[config.mk]
export PLATFORM = sky130hd
export DESIGN_NAME = serial_adder
export DESIGN_NICKNAME = d
export VERILOG_FILES = /design/src/rtl/serial_adder_pkg.sv /design/src/rtl/serial_adder_fa_cell.sv /design/src/rtl/serial_adder.sv
export SDC_FILE = /design/constraint.sdc
export NUM_CORES = 1
export LEC_CHECK = 0
export BUFFER_PORTS_ARGS = -buffer_cell sky130_fd_sc_hd__clkbuf_2
export CORE_UTILIZATION = 40
export CTS_CLUSTER_SIZE = 28
export DETAILED_ROUTE_END_ITERATION = 6
export SKIP_CTS_REPAIR_TIMING = 1
export SYNTH_ARGS = -nofsm -noshare
export SYNTH_HDL_FRONTEND = slang
export SYNTH_SLANG_ARGS = --single-unit
export TNS_END_PERCENT = 10
[constraint.sdc]
create_clock -name clk -period 1.4 [get_ports clk]
set_clock_uncertainty 0.15 [all_clocks]
set_input_delay 0.28 -clock clk [delete_from_list [all_inputs] [get_ports clk]]
set_output_delay 0.28 -clock clk [all_outputs]
set_load 0.02 [all_outputs]
[src/rtl/serial_adder_pkg.sv]
// Shared definitions for the bit-serial adder: FSM state encoding and default sizing.
package serial_adder_pkg;

    localparam int unsigned DefaultWidth = 8;
    localparam int unsigned DefaultCntW  = 5;

    typedef enum logic [1:0] {
        StIdle = 2'd0,
        StRun  = 2'd1,
        StDone = 2'd2
    } state_e;

endpackage

[src/rtl/serial_adder_fa_cell.sv]
// Combinational 1-bit full adder built from two half adders and an OR.
module serial_adder_fa_cell (
    input  logic a,
    input  logic b,
    input  logic ci,
    output logic s,
    output logic co
);

    logic ha1_s;
    logic ha1_c;
    logic ha2_c;

    assign ha1_s = a ^ b;
    assign ha1_c = a & b;
    assign s     = ha1_s ^ ci;
    assign ha2_c = ha1_s & ci;
    assign co    = ha1_c | ha2_c;

endmodule

[src/rtl/serial_adder.sv]
// Bit-serial WIDTH-bit adder with start/done handshake, one bit pair per clock.
// Defining SERIAL_ADDER_SUB_EN adds a sub port that turns the operation into x - y.
module serial_adder
    import serial_adder_pkg::*;
#(
    parameter int unsigned WIDTH = DefaultWidth,
    parameter int unsigned CNT_W = DefaultCntW
) (
    input  logic             clk,
    input  logic             rst_n,
    input  logic             start,
    input  logic [WIDTH-1:0] x,
    input  logic [WIDTH-1:0] y,
    input  logic             c_in,
`ifdef SERIAL_ADDER_SUB_EN
    input  logic             sub,
`endif
    output logic [WIDTH-1:0] sum,
    output logic             c_out,
    output logic             busy,
    output logic             done
);

    state_e             state_q, state_d;
    logic [WIDTH-1:0]   a_sr_q, a_sr_d;
    logic [WIDTH-1:0]   b_sr_q, b_sr_d;
    logic [WIDTH-1:0]   sum_q, sum_d;
    logic [CNT_W-1:0]   count_q, count_d;
    logic               carry_q, carry_d;
    logic               c_out_q, c_out_d;
    logic               busy_q, busy_d;
    logic               done_q, done_d;

    logic [WIDTH-1:0]   b_load;
    logic               carry_load;
    logic               fa_s;
    logic               fa_co;

    // Subtraction is x + ~y + 1, so only the captured B operand and carry differ.
`ifdef SERIAL_ADDER_SUB_EN
    assign b_load     = sub ? ~y : y;
    assign carry_load = sub ? 1'b1 : c_in;
`else
    assign b_load     = y;
    assign carry_load = c_in;
`endif

    serial_adder_fa_cell u_fa (
        .a  (a_sr_q[0]),
        .b  (b_sr_q[0]),
        .ci (carry_q),
        .s  (fa_s),
        .co (fa_co)
    );

    always_comb begin
        state_d = state_q;
        a_sr_d  = a_sr_q;
        b_sr_d  = b_sr_q;
        sum_d   = sum_q;
        count_d = count_q;
        carry_d = carry_q;
        c_out_d = c_out_q;

        case (state_q)
            StIdle, StDone: begin
                if (start) begin
                    a_sr_d  = x;
                    b_sr_d  = b_load;
                    carry_d = carry_load;
                    count_d = '0;
                    sum_d   = '0;
                    state_d = StRun;
                end else begin
                    state_d = StIdle;
                end
            end
            StRun: begin
                carry_d = fa_co;
                sum_d   = {fa_s, sum_q[WIDTH-1:1]};
                a_sr_d  = a_sr_q >> 1;
                b_sr_d  = b_sr_q >> 1;
                count_d = count_q + CNT_W'(1);
                if (count_q == CNT_W'(WIDTH - 1)) begin
                    c_out_d = fa_co;
                    state_d = StDone;
                end
            end
            default: state_d = StIdle;
        endcase

        busy_d = (state_d == StRun);
        done_d = (state_d == StDone);
    end

    always_ff @(posedge clk) begin
        if (!rst_n) begin
            state_q <= StIdle;
            a_sr_q  <= '0;
            b_sr_q  <= '0;
            sum_q   <= '0;
            count_q <= '0;
            carry_q <= 1'b0;
            c_out_q <= 1'b0;
            busy_q  <= 1'b0;
            done_q  <= 1'b0;
        end else begin
            state_q <= state_d;
            a_sr_q  <= a_sr_d;
            b_sr_q  <= b_sr_d;
            sum_q   <= sum_d;
            count_q <= count_d;
            carry_q <= carry_d;
            c_out_q <= c_out_d;
            busy_q  <= busy_d;
            done_q  <= done_d;
        end
    end

    assign sum   = sum_q;
    assign c_out = c_out_q;
    assign busy  = busy_q;
    assign done  = done_q;

endmodule
==> results of run 1 <==
## power breakdown
| group | switching [uW] | internal (uW) | total, uW |
|---|---|---|---|
| sequential | 25.3 | 1040 | 1070 |
| combinational | 147 | 113 | 260 |
| clock | 317 | 295 | 613 |
| total | 490 | 1450 | 1940 |
## final cells by class
class,instances,area [um^2]
Clock buffer,8,68.8
Fill cell,326,1630
Inverter,5,18.8
Multi-Input combinational cell,107,656
Sequential cell,35,706
Tap cell,46,57.6
Timing Repair Buffer,41,258
## layout by cell type, fill, tap and decap left out, drive strengths merged
master   netlist  final
nand4          1      1
nand2         12     12
inv            5      5
and2           2      2
mux2           1      1
nand2b         6      6
o311ai         1      1
fa             1      1
clkbuf         4     38
mux2i          2      2
nand3         28     28
dfxtp         35     35
a2bb2oi        1      1
nor4           1      1
a22oi         14     14
a21oi         31     31
buf           10     11
a211oi         1      1
and2b          1      1
or4            1      1
o31ai          1      1
nor2b          1      1
ha             1      1
## critical path, cell delays in order, from the launching register on
cell     delay [ns]
dfxtp_2        0.36
ha_2           0.21
nand2_2        0.08
or4_1          0.44
a21oi_2        0.15
## flip-flops by register name (all words and copies together) (netlist names)
register,count
busy,1
c_out,1
count_q,5
done,1
carry_q,1
sum,8
a_sr_q,8
state_q,2
b_sr_q,8
## cells by family (layout without fill, tap and decap cells)
group                    Yosys count  count (layout)  synth area share, %
AO/OA/AOI/OAI                     49              49                 20.7
adder cells (fa/ha/maj)            2               2                 2.26
buffers and inverters             19              54                 6.79
flip-flops                        35              35                 48.8
multiplexers                       3               3                 2.18
AND/OR/NAND/NOR                   53              53                 19.3
## how the worst max path moves through the flow
stage,start,to,slack [ns]
finish,count_q[1],count_q[4],-0.04
global route,count_q[1],count_q[4],-0.06
CTS,count_q[1],c_out,-0.04
detailed placement,count_q[1],count_q[4],-0.02
global placement,count_q[1],count_q[4],0.05
floorplan,count_q[0],c_out,0.07
## per-layer routing
| layer | routed length (um) | up-vias | global-route usage, % |
|---|---|---|---|
| li1 | - | 644 | - |
| met1 | 1360 | 615 | 19.6 |
| met2 | 1570 | 36 | 30.7 |
| met3 | 151 | 2 | 6.21 |
| met4 | 15 | 0 | 7.62 |
| met5 | 0 | - | 0 |
## through the flow
stage | utilization (%) | TNS [ns] | std cells | setup slack (ns) | total power (uW)
after floorplan | - | 0 | 161 | 0.0666 | 1250
after global placement | 49.4 | 0 | 234 | 0.0477 | 1340
after detailed placement | 49.4 | -0.0374 | 234 | -0.0216 | 1350
after CTS | 51.4 | -0.0649 | 242 | -0.0392 | 1960
after global routing | 52.0 | -0.134 | 242 | -0.0638 | 2040
final | 52.0 | -0.0353 | 242 | -0.0353 | 1940
==> results.json, run 1 <==
{
  "chipWidth_um": 61.9,
  "grt_max_degree": 29,
  "drt_iter0_drc": 126,
  "mappedNetlistArea_um2": 1440,
  "hold_end": "b_sr_q[7]",
  "place_congestion": 0.703,
  "synth_top_area_cell": "dfxtp_1",
  "yosysMostFrequentCell": "dfxtp_1",
  "dieArea_um2": 3830,
  "core_area_um2": 3390,
  "synth-async-reset-ratio_pct": 0,
  "hold_ws_ns": 0.0176,
  "synth_area_leaders": "dfxtp_1, a21oi_1, nand3_1, a22oi_1, nand2_1",
  "worst_r2r_path_depth": 4,
  "r2r-end": "count_q[4]",
  "synth-edff-count": 0,
  "ys_ff_latch": 35,
  "min_path_cells": 3,
  "violations": "setup timing",
  "critPathCaptureType": "flip-flop",
  "critPathMaxFanout": 4,
  "drt-total-wl_um": 3090,
  "cts_tree": "built",
  "ys_types": 26,
  "ant_nets": 0,
  "ir_drop_uv": 692,
  "insertion_delay_ns": 0.33,
  "synth_top_cell_area_share_pct": 48.8,
  "worstPathArrival_ns": 1.56,
  "finalSetupViolations": 1,
  "timing.rr.start": "count_q[1]",
  "rows": 21,
  "worstPathRequired_ns": 1.53,
  "drc": 0,
  "powerDensity_nw_per_um2": 1100,
  "fin_crit_ns": 1.44,
  "grt_pass1_vias": 1080,
  "syn-num-nets": 183,
  "port_buffers": 30,
  "avgSynthCellArea_um2": 8.92,
  "numCtsBuffers": 5,
  "cts_buffer_depth": 2,
  "max_freq_mhz": 697,
  "timing.final.hold_violations": 0,
  "tightest_slew_ns": 0.382,
  "dp_hpwl_um": 2140,
  "setup_slack_ns": -0.0353,
  "finalCritPeriodShare_pct": 103,
  "reg2reg_slack_ns": -0.04,
  "yosysSeqAreaShare_pct": 48.8,
  "yosys_warnings": 0,
  "clock-sinks": 35,
  "initial_core_util_pct": 42.4,
  "path_class": "reg -> reg",
  "final_max_slew_viol_count": 0,
  "ioPinCount": 31,
  "dieHeight_um": 61.9,
  "vias_per_cell": 5.36,
  "clkTransAtPathRegs_ns": 0.10,
  "syn_to_final_growth_pct": 22.8,
  "wl_per_cell_um": 12.8,
  "grt_antenna_before_repair": 0,
  "synthFlopType": "dfxtp_1",
  "cts_max_level": 2,
  "status": "finished, violations left",
  "track_usage_pct": 17.7,
  "hp-class": "in -> reg",
  "antennaDiodeCount": 0,
  "leakagePower_uw": 0.000681,
  "synthCells": 161,
  "cts-root-buf": "clkbuf_4",
  "drive_gt1_share_pct": 30.6,
  "via_count": 1297,
  "grt_pass1_wl_um": 4810,
  "relSlewSlack_pct": 74.2,
  "rsz0062_at_grt": "true",
  "start_kind": "flip-flop",
  "hp-start": "y[7]",
  "final_cell_area_um2": 1760,
  "drv_cap": 0,
  "place_area_um2": 1670,
  "nets": 217,
  "drt_first_pass_iters": 4,
  "grt_overflow": 0,
  "ys_top_cells_by_count": "dfxtp_1, a21oi_1, nand3_1, a22oi_1, nand2_1"
}
(Power assumes the default switching activity.)
==> inputs of run 2 (changes only) <==
- BUFFER_PORTS_ARGS: -buffer_cell sky130_fd_sc_hd__clkbuf_2 -> default
- DONT_BUFFER_PORTS: default -> 1
- SKIP_CTS_REPAIR_TIMING: 1 -> default
==> run 2 against run 1 <==
The run now ends clean. Core utilization is 1.5 points higher. Sequential power barely moved. Flip-flop and latch count unchanged. Count of clock-buffer cells in the layout fell by 3. Critical path depth did not move. Die area unchanged. Non-clock buffer count shrank 13. Global-route usage decreased by 0.16 points. Critical endpoint is now sum[7]. Largest power group unchanged. Highest routed layer unchanged.
==> results.json, run 2 (synthesis gave the netlist of run 1 again) <==
{
  "status": "finished, final reports clean",
  "switching_power_uw": 533,
  "drc": 0,
  "dieArea_um2": 3830,
  "pwr-share-clk_pct": 28.8,
  "cts_max_level": 2,
  "final_max_slew_viol_count": 0,
  "drv_cap": 0,
  "seqCellArea_um2": 707,
  "ir_drop_uv": 502,
  "cts-root-buf": "clkbuf_4",
  "dpl_worst_slack_ns": -0.0658,
  "powerDensity_nw_per_um2": 1050,
  "cp_top_family": "adder cells",
  "timing.final.hold_violations": 0,
  "finalCritPeriodShare_pct": 98.5,
  "ant_nets": 0,
  "grt_overflow": 0,
  "cp_num_buf_inv": 1,
  "initial_core_util_pct": 42.4,
  "drt-total-wl_um": 3180,
  "cts_tree": "built",
  "antennaDiodeCount": 0,
  "finalSetupViolations": 0,
  "clkTransAtPathRegs_ns": 0.11,
  "track_usage_pct": 17.5,
  "power.internal_uw": 1370,
  "drt_first_pass_iters": 4,
  "chipWidth_um": 61.9,
  "drive_gt1_share_pct": 18.6,
  "numCtsBuffers": 5,
  "vias_per_cell": 5.41,
  "worstPathRequired_ns": 1.48,
  "relSlewSlack_pct": 79.1,
  "max_stage_delay_ns": 0.56,
  "nets": 204,
  "start_kind": "flip-flop",
  "fill_cells": 313,
  "dieHeight_um": 61.9,
  "leakagePower_uw": 0.000626,
  "insertion_delay_ns": 0.34,
  "critPathCaptureType": "flip-flop",
  "grt_pass1_wl_um": 4750,
  "fin_crit_ns": 1.38,
  "final_common_cell": "dfxtp_1",
  "grt_max_degree": 32,
  "mostFrequentLayoutCells": "dfxtp_1, a21oi_1, nand3_1",
  "utilization_pct": 53.5,
  "max_freq_mhz": 725,
  "seqPwrFrac_pct": 56.5,
  "place_congestion": 0.695,
  "wl_per_cell_um": 13.9,
  "port_buffers": 0,
  "via_count": 1240,
  "worstPathCellList": "inv_1 -> fa_2 -> nand2b_4 -> a21oi_2",
  "critPathMaxFanout": 2,
  "multiInputGateArea_um2": 681,
  "grt_pass1_vias": 1118,
  "worstPathArrival_ns": 1.46,
  "grt_antenna_before_repair": 0,
  "cts_buffer_depth": 2,
  "crit_slowest_cell": "fa_2",
  "setup_slack_ns": 0.0205,
  "clock-sinks": 35,
  "ioPinCount": 31,
  "p_comb_share_pct": 14.7,
  "core_area_um2": 3390,
  "syn_to_final_growth_pct": 26.3,
  "dp_hpwl_um": 1890,
  "hp-class": "in -> reg",
  "rows": 21,
  "fin_tns_setup_ns": 0,
  "hold_ws_ns": 0.134,
  "swShare_pct": 28.1,
  "path_class": "reg -> reg",
  "drt_iter0_drc": 127,
  "tightest_slew_ns": 0.309,
  "power.total_uw": 1900
}
[run 2: changes by cell type in the layout (fill, tap and decap cells not counted), moves of 2 or more]
cell	delta
clkinvlp_4	+2
buf_4	-2
clkbuf_2	-30
clkbuf_8	-2
dlygate4sd3_1	+18
[run 2: worst paths after layout]
check | start | depth (start not counted) | end | slack [ns]
max reg2reg | carry_q | 4 | sum[7] | 0.02
min reg2reg | carry_q | 2 | carry_q | 0.32
min | rst_n | 3 | b_sr_q[0] | 0.13
max | carry_q | 4 | sum[7] | 0.02
[run 2: worst min-delay path, delay by kind of cell]
family          cells  cell delay, ns
buf+inv             2            0.20
compound gates      1            0.11
[run 2: power by group through the flow]
stage          logic [uW]  clock network, uW  registers, uW
2_1_floorplan         166                  0           1090
3_3_place_gp          212                  0           1090
3_5_place_dp          217                  0           1090
4_1_cts               267                569           1070
5_1_grt               306                609           1080
6_report              280                547           1070
[run 2: final cells by class]
class / instances / area share (%)
Sequential cell: 35 / 39.0
Multi-Input combinational cell: 107 / 37.5
Timing Repair Buffer: 28 / 16.1
Tap cell: 46 / 3.17
Clock buffer: 5 / 2.07
Clock inverter: 3 / 1.10
Inverter: 5 / 1.03
[run 2: per-stage QoR]
stage / instance area (um^2) / instances
final: 1810 / 229
after global placement: 1510 / 201
after floorplan: 1440 / 161
after CTS: 1770 / 229
after detailed placement: 1510 / 201
after global routing: 1810 / 229
[run 2: repair_timing]
| action | CTS | global route |
|---|---|---|
| cloned | 0 | 0 |
| endpoints found under the setup margin | 2 | 5 |
| hold buffers | 18 | 0 |
| setup buffers | 2 | 0 |
| pin swaps | 1 | 0 |
| endpoints found under the hold margin | 21 | 0 |
| resized for setup | 3 | 12 |
[run 2: routing by layer]
layer / up-vias / track usage [%] / part of all wire [%]
met2: 42 / 30.1 / 49
met1: 576 / 19.9 / 44
met5: - / 0 / 0
met4: 0 / 8.57 / 1.4
met3: 5 / 5.18 / 5.0
li1: 617 / - / -
==> inputs of run 3 (changes only) <==
- CORE_UTILIZATION: 40 -> 54
- PLACE_DENSITY: default -> 0.69
- SETUP_SLACK_MARGIN: default -> 0.2
==> run 3 against run 2 <==
Flip-flop and latch count is the same. Critical endpoint unchanged. Die area down 25%. Non-clock buffer count unchanged. Largest cell class unchanged. Combinational power increased by 1%. Count of clock-buffer cells in the layout increased by 1. Sequential share of layout area rose by 0.26 points. Largest power group unchanged.
==> results.json, run 3 (synthesis gave the netlist of run 1 again) <==
{
  "rsz0062_at_grt": "true",
  "path_class": "reg -> reg",
  "fill_cells": 191,
  "clock-sinks": 35,
  "ioPinCount": 31,
  "via_count": 1269,
  "syn_to_final_growth_pct": 25.7,
  "leakagePower_uw": 0.000646,
  "multiInputGateArea_um2": 679,
  "max_freq_mhz": 726,
  "antennaDiodeCount": 0,
  "grt_pass1_wl_um": 4730,
  "chipWidth_um": 53.6,
  "seqCellArea_um2": 708,
  "fin_cells": 212,
  "wl_per_cell_um": 14.8,
  "drt-total-wl_um": 3140,
  "worstPathArrival_ns": 1.46,
  "finalSetupViolations": 0,
  "cts_max_level": 2,
  "ant_nets": 0,
  "grt_max_degree": 32,
  "reg2reg_slack_ns": 0.02,
  "final_common_cell": "a21oi_1",
  "port_buffers": 0,
  "powerDensity_nw_per_um2": 1060,
  "utilization_pct": 72.2,
  "critPathCaptureType": "flip-flop",
  "grt_overflow": 0,
  "worst_r2r_path_depth": 4,
  "drt_iter0_drc": 19,
  "cts_tree": "built",
  "drc": 0,
  "cts_buffer_depth": 2,
  "dieHeight_um": 53.6,
  "initial_core_util_pct": 57.5,
  "grt_pass1_vias": 1075,
  "insertion_delay_ns": 0.34,
  "rows": 18,
  "timing.final.hold_violations": 0,
  "clkTransAtPathRegs_ns": 0.10,
  "drt_first_pass_iters": 4,
  "start_kind": "flip-flop",
  "dp_hpwl_um": 1840,
  "fin_tns_setup_ns": 0,
  "worstPathCellList": "inv_2 -> fa_2 -> nand2b_1 -> a21oi_2",
  "drive_gt1_share_pct": 17.6,
  "min_path_cells": 3,
  "cts-root-buf": "clkbuf_4",
  "vias_per_cell": 5.99,
  "grt_antenna_before_repair": 0,
  "crit_slowest_cell": "fa_2",
  "finalCritPeriodShare_pct": 98.4,
  "final_max_slew_viol_count": 0,
  "nets": 204,
  "critPathMaxFanout": 2,
  "worstPathRequired_ns": 1.48,
  "placed_cells": 183,
  "tightest_slew_ns": 0.322,
  "relSlewSlack_pct": 78.4,
  "dieArea_um2": 2870,
  "status": "finished, final reports clean",
  "ir_drop_uv": 769,
  "mostFrequentLayoutCells": "a21oi_1, dfxtp_1, nand3_1",
  "place_congestion": 0.735,
  "fin_crit_ns": 1.38,
  "core_area_um2": 2500,
  "hp-class": "in -> reg",
  "numCtsBuffers": 5,
  "max_stage_delay_ns": 0.55,
  "track_usage_pct": 23.8,
  "drv_cap": 0
}
-- run 3: timing repair --
item / 4_1_cts / 5_1_grt
hold buffers: 18 / 0
setup endpoints to repair: 44 / 46
resized for setup: 3 / 6
endpoints found under the hold margin: 21 / 0
pin swaps: 0 / 0
setup buffers: 2 / 2
-- run 3: final cells by class --
class | count | area share, %
tap | 30 | 2.08
timing repair buffer | 28 | 16.9
multi-input combinational | 107 | 37.6
clock buffer | 6 | 2.84
inverter | 5 | 1.04
sequential | 35 | 39.2
clock inverter | 1 | 0.277
-- run 3: worst paths after layout --
| kind | from | endpoint |
|---|---|---|
| worst max-delay path | carry_q | sum[7] |
| worst min-delay path | rst_n | sum[1] |
| worst min register to register | a_sr_q[3] | a_sr_q[3] |
| worst max register to register | carry_q | sum[7] |
-- run 3: worst max-delay path: cells and delay by family, from the launching register on --
family                   cells  cell delay (ns)
adder cells (fa/ha/maj)      1             0.55
AND/OR/NAND/NOR              1             0.13
AO/OA/AOI/OAI                1             0.06
buffers and inverters        1             0.04
flip-flops                   1             0.35
-- run 3: metrics by stage --
step / hold slack, ns / total power (uW) / area [um^2] / setup slack [ns]
after global placement: 0.259 / 1300 / 1500 / 0.108
after global routing: 0.124 / 2000 / 1810 / -0.00852
after detailed placement: 0.256 / 1310 / 1500 / 0.0641
after floorplan: 0.252 / 1260 / 1470 / 0.133
final: 0.139 / 1910 / 1810 / 0.0220
after CTS: 0.127 / 1910 / 1760 / 0.0582
-- run 3: per-layer routing --
| metal | GRT usage, % | vias up | wire length [um] |
|---|---|---|---|
| met3 | 9.89 | 8 | 196 |
| met1 | 27.9 | 602 | 1320 |
| li1 | - | 621 | - |
| met4 | 11.4 | 0 | 64 |
| met5 | 0 | - | 0 |
| met2 | 37.3 | 38 | 1550 |
-- run 3: power by group --
group	leakage, uW	switching, uW	internal [uW]
Combinational	0.000324	149	135
Clock	0.0000341	318	232
Sequential	0.000288	33.3	1040
